### src/rtl/pipeline_hazard_ctrl.sv
// Central stall/flush scheduler for the 5-stage pipeline: per-stage hold/bubble, branch redirect, stall watchdog.
// Define PIPE_HAZARD_PERF_EN to add the stall-cycle / flush performance counters and their clear input.
module pipeline_hazard_ctrl #(
  parameter int ADDR_W  = 32,
  parameter int TIMEOUT = 1024,
  parameter int CNT_W   = 16
) (
  input  logic              clk,
  input  logic              rst,
  input  logic              id_stall_req,
  input  logic              ex_stall_req,
  input  logic              mem_stall_req,
  input  logic              branch_taken,
  input  logic [ADDR_W-1:0] branch_target,
  output logic [4:0]        hold,
  output logic [4:0]        bubble,
  output logic              pc_redirect,
  output logic [ADDR_W-1:0] pc_target,
`ifdef PIPE_HAZARD_PERF_EN
  input  logic              perf_clr,
  output logic [CNT_W-1:0]  perf_stall_cyc,
  output logic [CNT_W-1:0]  perf_flush_cnt,
`endif
  output logic              stall_err
);

  typedef enum logic {RUN, PEND} state_t;

  localparam logic [CNT_W-1:0] TO_M1 = CNT_W'(TIMEOUT - 1);

  state_t            state;
  logic [ADDR_W-1:0] saved_target;
  logic [CNT_W-1:0]  stall_cnt;
  logic              any_stall;
  logic              down_stall;
  logic              go_pend;

  assign any_stall  = id_stall_req | ex_stall_req | mem_stall_req;
  assign down_stall = ex_stall_req | mem_stall_req;

  always_comb begin
    hold        = '0;
    bubble      = '0;
    pc_redirect = 1'b0;
    pc_target   = '0;
    go_pend     = 1'b0;
    if (!rst) begin
      if (mem_stall_req) begin
        hold   = 5'b01111;
        bubble = 5'b10000;
      end else if (ex_stall_req) begin
        hold   = 5'b00111;
        bubble = 5'b01000;
      end else if (id_stall_req) begin
        hold   = 5'b00011;
        bubble = 5'b00100;
      end

      if (state == PEND) begin
        // A held redirect overrides an ID stall: PC loads the target and IF/ID is squashed.
        if (!down_stall) begin
          pc_redirect = 1'b1;
          pc_target   = saved_target;
          hold[1:0]   = 2'b00;
          bubble[1]   = 1'b1;
        end
      end else if (branch_taken && !any_stall) begin
        pc_redirect = 1'b1;
        pc_target   = branch_target;
        bubble[1]   = 1'b1;
      end else if (branch_taken && down_stall) begin
        go_pend = 1'b1;
      end
    end
  end

  always_ff @(posedge clk) begin
    if (rst) begin
      state        <= RUN;
      saved_target <= '0;
      stall_cnt    <= '0;
      stall_err    <= 1'b0;
    end else begin
      case (state)
        RUN: if (go_pend) begin
          state        <= PEND;
          saved_target <= branch_target;
        end
        PEND: if (!down_stall) state <= RUN;
        default: state <= RUN;
      endcase

      if (any_stall) begin
        if (stall_cnt != '1) stall_cnt <= stall_cnt + 1'b1;
        if (stall_cnt >= TO_M1) stall_err <= 1'b1;
      end else begin
        stall_cnt <= '0;
      end
    end
  end

`ifdef PIPE_HAZARD_PERF_EN
  always_ff @(posedge clk) begin
    if (rst || perf_clr) begin
      perf_stall_cyc <= '0;
      perf_flush_cnt <= '0;
    end else begin
      if (any_stall && perf_stall_cyc != '1) perf_stall_cyc <= perf_stall_cyc + 1'b1;
      if (pc_redirect && perf_flush_cnt != '1) perf_flush_cnt <= perf_flush_cnt + 1'b1;
    end
  end
`endif

endmodule

### config.mk
export PLATFORM = sky130hd
export DESIGN_NAME = pipeline_hazard_ctrl
export DESIGN_NICKNAME = d
export VERILOG_FILES = /design/src/rtl/pipeline_hazard_ctrl.sv
export SDC_FILE = /design/constraint.sdc
export NUM_CORES = 1
export LEC_CHECK = 0
export ABC_AREA = 1
export BUFFER_PORTS_ARGS = -buffer_cell sky130_fd_sc_hd__buf_2
export CAP_MARGIN = 20
export CORE_MARGIN = 2
export CORE_UTILIZATION = 47
export CTS_CLUSTER_SIZE = 28
export DETAILED_ROUTE_END_ITERATION = 16
export GPL_TIMING_DRIVEN = 0
export HOLD_SLACK_MARGIN = 0.08
export PLACE_DENSITY = 0.78
export SLEW_MARGIN = 0
export SYNTH_ARGS = -nofsm -noshare
export SYNTH_HDL_FRONTEND = slang
export SYNTH_SLANG_ARGS = --single-unit
### constraint.sdc
create_clock -name clk -period 1.39 [get_ports clk]
set_clock_uncertainty 0.15 [all_clocks]
set_input_delay 0.2085 -clock clk [delete_from_list [all_inputs] [get_ports clk]]
set_output_delay 0.2085 -clock clk [all_outputs]
set_load 0.02 [all_outputs]
==> impl_metrics.yaml <==
place:
  io_buffers: 78
  routabilityCongestion: 0.879
  place_hpwl_mm: 5.58
clock_tree:
  clock_path_buffers: 2
  cts_max_level: 2
  path_clk_slew_ns: 0.11
  insertion_delay_ns: 0.33
  cts_buffers: 5
  cts_tree: "done"
  clockRootBuffer: "clkbuf_8"
  clock_sinks: 50
timing:
  slew_headroom: 0.613
  hold_viol_final: 0
  worst_pin_slew_ns: 0.580
  period_minus_slack_ns: 1.94
  post-route-period-util: 1.39
  fin_ws_ns: -0.549
  rsz0062_at_grt: "yes"
  setup_viol: 70
  slew_violations: 0
  setup_tns_ns: -19.33
  max_freq_ghz: 0.516
  hold_ws_ns: 0.147
final_layout:
  layout_common_cells: "nor2_1, nand2_2, buf_6, nand2_1, buf_2"
  drive_gt1_frac: 0.532
  final_common_cell: "nor2_1"
  num-nets-final: 609
  multi_input_area_um2: 2220
  post-route-util: 0.846
  regArea_um2: 1030
  fillers: 276
  antennaDiodeCount: 0
  area_growth_pct: 72.7
floorplanning:
  fp-row-count: 28
  die_y_um: 82.8
  io_pins: 82
  dieArea_um2: 6860
  core_area_um2: 5960
  dieWidth_um: 82.8
  start_util: 0.490
status:
  violations: "negative setup slack"
  status: "finished with violations"
critical_path:
  r2r_slack_ns: -0.16
  worstSetupEndpointType: "output port"
  crit_chain: "inv_4, nor2_4, buf_4, buf_6, nand2_1, a21oi_4, buf_6"
  critical_path_arrival_ns: 1.58
  cp_common_cell: "buf_6"
  critical_path.startpoint_type: "register"
  cp_slowest_cell: "dfxtp_4"
  critPathBufInv: 4
  path_max_fanout: 5
  crit_required_ns: 1.03
  max_stage_delay_ns: 0.39
  crit_family: "buffers and inverters"
  crit_type: "reg -> out"
routing:
  routed_via_density: 5.83
  drc_errors: 0
  drt-pass1-iter-count: 7
  vias: 3769
  drt_wl_total_mm: 13.1
  drtIter0Drc: 359
  ant_nets: 0
  wl_per_cell_um: 20.3
global_route:
  antenna_found_initial: 0
  grt_max_degree: 19
  grt_pass1_vias: 3351
  grt_pass1_wl_mm: 15.5
  grtUsageTotal: 0.272
  grt_overflow_total: 0
power_and_ir_drop:
  p_per_area_nw_per_um2: 674
  power_mw: 3.40
  power.leakage_nw: 2.07
  ir_drop_v: 0.000721
synth:
  synth_top_cell_by_area: "dfxtp_1"
  yosysSeqAreaShare: 0.343
  syn_area_um2: 2920
  async_flop_share: 0
  synth_compound_area_frac: 0.181
  syn_area_per_cell_um2: 6.80
  postSynthCellCount: 429
  ys.flop_type: "dfxtp_1"
  ys_ff_latch: 50
  synth_warnings: 0
  synth_edf_count: 0
  synth_top_area_frac: 0.343
  synthTopCellsByArea: "dfxtp_1, nor2_1, nand2_1"
  muxShareOfSynthArea: 0
  ys_types: 27
  synthXorXnorAreaFrac: 0
  synth_top_family_by_area: "simple AND/OR/NAND/NOR gates"
  synth_fa_ha_area_frac: 0.00429
  synth-simple-area-share: 0.356
flow_run:
  max-cap-violations: 0
worst_hold_path:
  hold_path.class: "in -> reg"
==> final cells by class <==
cell class	count	area share
inverter	38	0.0313
buffer	25	0.0551
clock inverter	3	0.00571
tap	75	0.0186
multi-input combinational	317	0.441
clock buffer	5	0.0137
timing repair buffer	133	0.229
sequential	50	0.205
==> where the power goes <==
| group | internal [mW] | leakage, nW | switching [mW] |
|---|---|---|---|
| combinational | 0.355 | 1.60 | 0.485 |
| sequential | 1.51 | 0.417 | 0.0796 |
| clock | 0.375 | 0.0502 | 0.594 |
| total | 2.24 | 2.07 | 1.16 |
==> worst paths after layout <==
path | startpoint | endpoint | cells after the start
max | state | pc_target[1] | 7
min reg2reg | stall_err | stall_err | 2
max reg2reg | stall_cnt[0] | stall_cnt[1] | 7
min | branch_target[11] | saved_target[11] | 3
==> flip-flops by register name (all words and copies together), names as in the netlist <==
name,flops
stall_cnt,16
stall_err,1
state,1
saved_target,32
==> routing by layer <==
metal  global-route usage  part of all wire
met4               0.0909             0.062
met1                0.305              0.34
met3               0.0378             0.078
met5                    0                 0
met2                0.519              0.52
==> metrics by stage <==
stage | cell area (um2) | worst slack (ns) | instances
6_report | 5040 | -0.549 | 646
4_1_cts | 4660 | -0.437 | 636
3_3_place_gp | 3730 | -0.440 | 583
5_1_grt | 5040 | -0.582 | 646
3_5_place_dp | 3730 | -0.439 | 583
2_1_floorplan | 3250 | -0.126 | 430
==> cells in the mapped netlist (4+ instances only) <==
master	n
a21oi_2	30
dfxtp_1	50
nand2_1	86
inv_1	34
inv_2	4
clkbuf_1	8
a31oi_1	7
buf_2	6
buf_4	5
nor2_1	87
nand2_2	32
o21ai_0	36
a21oi_1	7
nand3_1	14
==> what timing repair did <==
item | CTS | global route
hold endpoints to repair | 32 | 0
hold buffers | 32 | 0
buffers inserted | 9 | 10
pin swaps | 9 | 16
setup endpoints to repair | 69 | 79
cloned | 4 | 0
gates resized for setup | 137 | 113
==> worst min-delay path: cells and delay by family <==
kind,cells,cell delay (ns)
buf+inv,1,0.13
compound gates,1,0.14
simple gates,1,0.08
==> kinds of logic (layout without fill, tap and decap cells) <==
group	after synthesis	after routing
compound gates	81	81
buf+inv	63	204
flops	50	50
fa+ha+maj	1	1
other cells	1	2
simple gates	233	233
(Power assumes the default switching activity.)
